**src/rtl/dds_pkg.sv**
```systemverilog
// Shared DDS definitions: default widths, slot phase encoding and the
// accumulator-to-table-index helper used by the datapath and register decoder.
package dds_pkg;

    localparam int unsigned DDS_FCW_W      = 24;
    localparam int unsigned DDS_LUT_AW     = 10;
    localparam int unsigned DDS_SAMPLE_W   = 16;

    // Widest accumulator / table index the helper below can serve.
    localparam int unsigned DDS_ACCU_MAX_W = 32;
    localparam int unsigned DDS_LUT_MAX_W  = 16;

    typedef logic [DDS_ACCU_MAX_W-1:0] accu_max_t;
    typedef logic [DDS_LUT_MAX_W-1:0]  lut_max_t;

    // Activity within one channel slot.
    typedef enum logic [1:0] {
        PH_ISSUE,
        PH_WAIT,
        PH_CAPTURE,
        PH_IDLE
    } slot_phase_e;

    // Top bits of an accumulator. Callers left-align their accumulator into
    // accu_max_t and keep the top LUT_AW bits of the result, so one function
    // serves every FCW_W / LUT_AW combination.
    function automatic lut_max_t lut_index(input accu_max_t accu);
        return lut_max_t'(accu >> (DDS_ACCU_MAX_W - DDS_LUT_MAX_W));
    endfunction

endpackage

```
**src/rtl/dds_channel_sched_accu_bank.sv**
```systemverilog
// dds_accu_bank: per-channel frequency words, phase accumulators and
// pending-clear flags, with a CPU write port and one addressed step port.
module dds_accu_bank
    import dds_pkg::*;
#(
    parameter int unsigned CHANNELS = 4,
    parameter int unsigned FCW_W    = DDS_FCW_W,
    localparam int unsigned CW      = $clog2(CHANNELS)
) (
    input  logic                clk,
    input  logic                reset,
    input  logic                wr_en,
    input  logic [CW-1:0]       wr_ch,
    input  logic [FCW_W-1:0]    wr_fcw,
    input  logic [CHANNELS-1:0] clr_req,
    input  logic                step_en,
    input  logic [CW-1:0]       step_ch,
    input  logic                step_keep,
    output logic [FCW_W-1:0]    cur_accu
);

    logic [FCW_W-1:0]    fcw  [CHANNELS];
    logic [FCW_W-1:0]    accu [CHANNELS];
    logic [CHANNELS-1:0] clr_pend;

    // Accumulator of the channel being stepped, used for address issue.
    assign cur_accu = accu[step_ch];

    // Frequency word register file; the last write wins.
    always_ff @(posedge clk) begin
        if (reset) begin
            for (int unsigned i = 0; i < CHANNELS; i++) begin
                fcw[i] <= '0;
            end
        end else if (wr_en) begin
            fcw[wr_ch] <= wr_fcw;
        end
    end

    // Accumulator step and clear bookkeeping. A clear request arriving on the
    // step cycle of its own channel is consumed by that step.
    always_ff @(posedge clk) begin
        if (reset) begin
            for (int unsigned i = 0; i < CHANNELS; i++) begin
                accu[i] <= '0;
            end
            clr_pend <= '0;
        end else begin
            for (int unsigned i = 0; i < CHANNELS; i++) begin
                if (clr_req[i]) begin
                    clr_pend[i] <= 1'b1;
                end
            end
            if (step_en) begin
                if (!step_keep || clr_pend[step_ch] || clr_req[step_ch]) begin
                    accu[step_ch] <= '0;
                end else begin
                    accu[step_ch] <= accu[step_ch] + fcw[step_ch];
                end
                clr_pend[step_ch] <= 1'b0;
            end
        end
    end

endmodule

```
**src/rtl/dds_channel_sched.sv**
```systemverilog
// dds_channel_sched: visits CHANNELS DDS voices round-robin in fixed slots,
// issuing one sine-table read per slot and returning one tagged sample.
module dds_channel_sched
    import dds_pkg::*;
#(
    parameter int unsigned CHANNELS    = 4,
    parameter int unsigned FCW_W       = DDS_FCW_W,
    parameter int unsigned LUT_AW      = DDS_LUT_AW,
    parameter int unsigned SAMPLE_W    = DDS_SAMPLE_W,
    parameter int unsigned SLOT_CYCLES = 3,
    localparam int unsigned CW         = $clog2(CHANNELS)
) (
    input  logic                clk,
    input  logic                reset,
    input  logic                wr_en,
    input  logic [CW-1:0]       wr_ch,
    input  logic [FCW_W-1:0]    wr_fcw,
    input  logic [CHANNELS-1:0] ch_en,
    input  logic [CHANNELS-1:0] ph_clr,
    output logic [LUT_AW-1:0]   lut_addr,
    input  logic [SAMPLE_W-1:0] lut_data,
    output logic [SAMPLE_W-1:0] sample,
    output logic [CW-1:0]       sample_ch,
    output logic                sample_stb,
    output logic                frame_stb
);

    localparam int unsigned     PH_W    = $clog2(SLOT_CYCLES);
    localparam logic [PH_W-1:0] PH_LAST = PH_W'(SLOT_CYCLES - 1);
    localparam logic [CW-1:0]   CH_LAST = CW'(CHANNELS - 1);

    logic [PH_W-1:0]   ph, ph_nxt;
    logic [CW-1:0]     ch, ch_nxt;
    slot_phase_e       phase;
    logic              frame_end;
    logic              issue;
    logic              en_now;
    logic              en_q;
    logic [FCW_W-1:0]  cur_accu;
    accu_max_t         accu_aligned;
    logic [LUT_AW-1:0] issue_addr;

    assign issue  = (phase == PH_ISSUE);
    assign en_now = ch_en[ch];

    assign accu_aligned = accu_max_t'(cur_accu) << (DDS_ACCU_MAX_W - FCW_W);
    assign issue_addr   = LUT_AW'(lut_index(accu_aligned) >> (DDS_LUT_MAX_W - LUT_AW));

    dds_accu_bank #(
        .CHANNELS (CHANNELS),
        .FCW_W    (FCW_W)
    ) u_accu_bank (
        .clk       (clk),
        .reset     (reset),
        .wr_en     (wr_en),
        .wr_ch     (wr_ch),
        .wr_fcw    (wr_fcw),
        .clr_req   (ph_clr),
        .step_en   (issue),
        .step_ch   (ch),
        .step_keep (en_now),
        .cur_accu  (cur_accu)
    );

    // Slot/phase counter state register.
    always_ff @(posedge clk) begin
        if (reset) begin
            ph <= '0;
            ch <= '0;
        end else begin
            ph <= ph_nxt;
            ch <= ch_nxt;
        end
    end

    // Next slot/phase, phase decode and end-of-frame detection.
    always_comb begin
        ph_nxt    = ph + PH_W'(1);
        ch_nxt    = ch;
        frame_end = 1'b0;
        phase     = PH_IDLE;
        if (ph == PH_LAST) begin
            ph_nxt    = '0;
            // CHANNELS is a power of two, so the increment wraps on its own.
            ch_nxt    = ch + CW'(1);
            frame_end = (ch == CH_LAST);
        end
        if (ph == PH_W'(0)) begin
            phase = PH_ISSUE;
        end else if (ph == PH_W'(1)) begin
            phase = PH_WAIT;
        end else if (ph == PH_W'(2)) begin
            phase = PH_CAPTURE;
        end
    end

    // Address issue, sample capture and strobe generation.
    always_ff @(posedge clk) begin
        if (reset) begin
            lut_addr   <= '0;
            sample     <= '0;
            sample_ch  <= '0;
            sample_stb <= 1'b0;
            frame_stb  <= 1'b0;
            en_q       <= 1'b0;
        end else begin
            sample_stb <= 1'b0;
            frame_stb  <= frame_end;
            if (issue) begin
                en_q <= en_now;
                if (en_now) begin
                    lut_addr <= issue_addr;
                end
            end
            if (phase == PH_CAPTURE && en_q) begin
                sample     <= lut_data;
                sample_ch  <= ch;
                sample_stb <= 1'b1;
            end
        end
    end

endmodule

```
**config.mk**
```make
export PLATFORM = sky130hd
export DESIGN_NAME = dds_channel_sched
export DESIGN_NICKNAME = d
export VERILOG_FILES = /design/src/rtl/dds_pkg.sv /design/src/rtl/dds_channel_sched_accu_bank.sv /design/src/rtl/dds_channel_sched.sv
export SDC_FILE = /design/constraint.sdc
export NUM_CORES = 1
export LEC_CHECK = 0
export ABC_AREA = 1
export BUFFER_PORTS_ARGS = -buffer_cell sky130_fd_sc_hd__buf_2
export CORE_UTILIZATION = 55
export DETAILED_ROUTE_END_ITERATION = 8
export PLACE_DENSITY = 0.83
export SLEW_MARGIN = 20
export SYNTH_ARGS = -nofsm -noshare
export SYNTH_HDL_FRONTEND = slang
export SYNTH_SLANG_ARGS = --single-unit
```
**constraint.sdc**
```tcl
create_clock -name clk -period 3.64 [get_ports clk]
set_clock_uncertainty 0.15 [all_clocks]
set_input_delay 0.182 -clock clk [delete_from_list [all_inputs] [get_ports clk]]
set_output_delay 0.182 -clock clk [all_outputs]
set_load 0.02 [all_outputs]
```
# After elaboration in Yosys (flattened, before gate mapping)
# Memories as Yosys holds them, arrays and structs flattened. A register that Yosys moved wholly into a read port is not among the register bits.
# Index checks and enable logic that the tools add are counted.
# W data, S select, Z words.
# word_totals
regBits,39
ram_bits,192
word_cells,81
memories,2
# memory_table
name,depth,word_bits,read_ports,rd_ports_with_merged_regs,wr,line_no,rtl
u_accu_bank.accu,4,24,1,1,4,dds_channel_sched_accu_bank.sv:23,logic [FCW_W-1:0] accu [CHANNELS];
u_accu_bank.fcw,4,24,1,1,4,dds_channel_sched_accu_bank.sv:22,logic [FCW_W-1:0] fcw [CHANNELS];
# op_classes
n_addsub,3
magnitude_cmp,2
eq_ne,4
n_mux,45
bitwise_logic,4
n_reduce_logical,12
# ops
operator,count
$mux W24,3
$reduce_or A24 Y1,2
$mux W1,29
$add A24 B24 Y24,1
$mux W2,8
$bmux W1 S2,3
$eq A2 B2 Y1 const B,3
$add A2 B1 Y2 const B,2
$and A4 B4 Y4,1
$logic_not A2 Y1,2
$mux W4,1
$not A4 Y4,1
$reduce_or A2 Y1,2
$lt A2 B3 Y1 const B,1
$demux W1 S2,1
$eq A2 B1 Y1 const B,1
$ge A2 B1 Y1 const B,1
$logic_and A1 B1 Y1,2
$logic_or A1 B1 Y1,2
$reduce_and A2 Y1,1
$logic_not A1 Y1,1
$not A1 Y1,1
$or A1 B1 Y1,1

# Longest topological paths before layout
# logic_depth
depth_word,12
depth_mapped,18
mapped_depth_nobuf,15

# By module
# A second synthesis with hierarchy kept.
# unflattened
hier_cells,1270
hier_area_um2,11427.2
# modules_own_cells
mod,instances,cells_each,area_per_inst_um2,seq_area_each_um2
dds_accu_bank,1,1069,9982.1,5845.6
dds_channel_sched,1,201,1445.1,700.7

# Least setup slack after synthesis
# Ideal clock, no wire load.
# synth_timing
kind,register to register
startpoint,reg ph[0]
endpoint,mem u_accu_bank.accu[3][0] in the netlist's numbering (enable)
setup_time_ns,0.442
arrival_time_ns,2.607
setup_slack_ns,0.441
stages_incl_launch_ff,5
n_path_buf,0
synth_period_minus_slack_ns,3.199
path_cell_list,dfxtp_1 -> inv_1 -> ha_1 -> inv_1 -> o31ai_1
# synth_rtl
item,line_no,rtl
"start, declared",dds_channel_sched.sv:32,"logic [PH_W-1:0] ph, ph_nxt;"
"start signal, assigned",dds_channel_sched.sv:71,ph <= ph_nxt;
"end, declared",dds_channel_sched_accu_bank.sv:23,

==> summary.txt <==
Run status
  – Outcome: finished clean

GRT
  – Remaining global-route overflow: 0
  – Vias in the first global route: 9641
  – First-pass GRT wire length: 48.0 mm
  – Initial antenna violation count: 0
  – Total Routing Usage GR: 28.5%
  – Pin count of the biggest net entering global routing: 97

STA
  – Final hold vios: 0
  – Total negative setup slack: 0 ns
  – Worst-Margin Slew: 0.950 ns
  – Final hold slack: 0.145 ns
  – Final setup margin: 0.200 ns
  – Final setup fails: 0
  – Fin crit period: 3.44 ns
  – Final worst path period share: 94.5%
  – Relative slew margins: 36.6%
  – Max-slew violation count: 0
  – RSZ-0062 raised after global routing: no
  – Highest Clock Rate: 0.291 GHz

Placement
  – Post-place setup slack: 0.373 ns
  – Placed insts: 1616
  – PortBufs: 82
  – Routability Congestion: 0.942
  – Hpwl dp: 18.4 mm

Synthesis
  – Sequential share of the synthesized area: 57.6%
  – Mapped Nets: 1382
  – Synth area leader: edfxtp_1
  – Synth top area cells: edfxtp_1 (50%), nor2_1 (10%), nand2_1 (7.3%)
  – Cell variety after synth: 31
  – Yosys warnings: 0
  – Mapped Area: 11400 um^2
  – Average size of a mapped cell: 8.81 um^2
  – Seq cells post-synth: 233
  – Share of the synthesized area in the top cell type: 50.4%
  – Mapped Cells: 1298

Detailed routing
  – Initial drt markers: 972
  – Via/cell ratio: 5.64
  – Routed WL: 30.1 mm
  – WL/cell: 17.7 um
  – Remaining DRCs: 0
  – Post-detailed-route count of antenna-violating nets: 0
  – Via count: 9603
  – Initial DRT Pass Iterations: 5

Floorplanning
  – Row cnt: 52
  – Ports: 83
  – Starting Density: 56.3%
  – Die area: 21400 um^2
  – Core area: 20300 um^2
  – Die W: 146 um
  – Die height: 146 um

Clock tree
  – CTS tree: done
  – Post-CTS Setup Inserts: 0
  – Clock root cell: clkbuf_16
  – Htree depth: 1
  – Hold-fix buffers, CTS: 47
  – Worst-path clk slew: 0.07 ns
  – TritonCTS Buffers: 23
  – Clk buf depth: 3
  – Clk sinks: 233
  – CTS resizes: 0
  – Clk Latency, worst-skew pair: 0.50 ns

Worst setup path
  – Kind of critical path: register to register
  – WP data required: 3.74 ns
  – Setup crit start kind: register
  – Worst r2r dst: u_accu_bank.accu[2][15]
  – Max FO, Critical Path: 45
  – Arrival @ worst endpoint: 3.54 ns
  – CP Capture Type: register
  – Worst reg-to-reg setup slack: 0.20 ns
  – Reg2reg path depth: 14

Pwr
  – PwrDens: 566 nW/um^2
  – Peak VDD IR: 434 uV
  – P_leak: 5.86 nW

Hold path
  – Hold path depth: 4
  – Hold/Removal Path Class: primary input to register
  – Worst Hold Launch: wr_ch[0]
  – Hold worst-path end: u_accu_bank.fcw[1][17]

Layout
  – # diodes: 0
  – Nets: 1502
  – Final core utilization: 66.1%
  – Area grow syn2layout: 17.3%
  – Commonest non-fill, non-tap cells in the layout: nor2_1 (319), nand2_1 (222), edfxtp_1 (192)
  – Non-Filler Instances: 1703
  – Share of layout cells above drive strength 1: 11.7%
  – Most common cell after layout, fill and taps aside: nor2_1

Run
  – Max-Cap Viols: 0
## worst max-delay path: stages (launching register included)
cell and delay [ns]:
dfxtp_2 0.34, inv_2 0.32, buf_12 0.28, buf_4 0.26, o21ai_0 0.11, o22ai_1 0.22
ha_1 0.34, nand2_1 0.10, nand3_1 0.19, nand2_1 0.10, nand2_1 0.14, a21oi_1 0.33
nand2_1 0.12, nand3_2 0.13, nor2_1 0.05
## registers in the layout (all words and copies together) (netlist names), named ones only
name                  cells
ch                        2
en_q                      1
frame_stb                 1
lut_addr                 10
ph                        2
sample                   16
sample_ch                 2
sample_stb                1
u_accu_bank.accu         96
u_accu_bank.clr_pend      4
u_accu_bank.fcw          96
## report_power, final
| part | internal [mW] | total (mW) | switching [mW] |
|---|---|---|---|
| Clock | 1.35 | 2.34 | 0.990 |
| Combinational | 0.656 | 2.07 | 1.42 |
| Sequential | 3.11 | 3.18 | 0.0752 |
| Total | 5.12 | 7.60 | 2.48 |
## worst max path at each step
stage | end | slack, ns
floorplan | u_accu_bank.accu[3][0] | 0.44
global placement | u_accu_bank.accu[2][15] | 0.50
detailed placement | u_accu_bank.accu[2][15] | 0.37
CTS | u_accu_bank.accu[2][15] | 0.32
global route | u_accu_bank.accu[1][15] | 0.02
finish | u_accu_bank.accu[2][15] | 0.20
## layer usage
metal  routed length (um)  global-route usage, %  vias to the layer above
met3                 2380                   5.09                      100
met1                11600                   33.9                     4488
li1                     -                      -                     4530
met4                 1080                   12.4                        0
met5                    0                      0                        -
met2                15100                   50.6                      485
## through the flow
| step | instance area [um^2] | total power [mW] |
|---|---|---|
| 2_1_floorplan | 11400 | 4.66 |
| 3_3_place_gp | 12200 | 5.15 |
| 3_5_place_dp | 12200 | 5.20 |
| 4_1_cts | 13400 | 7.54 |
| 5_1_grt | 13400 | 7.97 |
| 6_report | 13400 | 7.60 |
## cell usage after synthesis
master    count
a21oi_1      28
edfxtp_1    192
inv_1       141
clkbuf_2      1
inv_2         4
o31ai_1       2
a211oi_1      2
o211ai_1      1
xnor2_1       2
buf_2         6
nor2_2        1
o22ai_1      46
nor2_1      319
ha_1         30
nor3_1       29
buf_1         6
nand2_1     222
o21ai_1       3
fa_1          1
nand3_1      27
xor2_1        4
buf_4         1
nand3b_1      6
o21ai_0     116
or2_2         4
dfxtp_1      41
clkbuf_1     44
nor2_4        1
nand3_2      13
buf_8         1
nand4_1       4
## layout make-up
cell class / count / area, um^2
Tap cell: 270 / 338
Sequential cell: 233 / 6590
Clock inverter: 9 / 65.1
Timing Repair Buffer: 154 / 1120
Multi-Input combinational cell: 861 / 4090
Clock buffer: 31 / 668
Inverter: 145 / 544
Fill cell: 1531 / 6880
## logic make-up after synthesis
group / after synthesis / synth area share, %
buffers and inverters: 204 / 6.90
AO/OA/AOI/OAI: 198 / 9.28
flip-flops: 233 / 57.6
adder cells (fa/ha/maj): 31 / 3.46
XOR/XNOR: 6 / 0.459
AND/OR/NAND/NOR: 626 / 22.3
No activity file was read; power rests on OpenSTA's default activity.
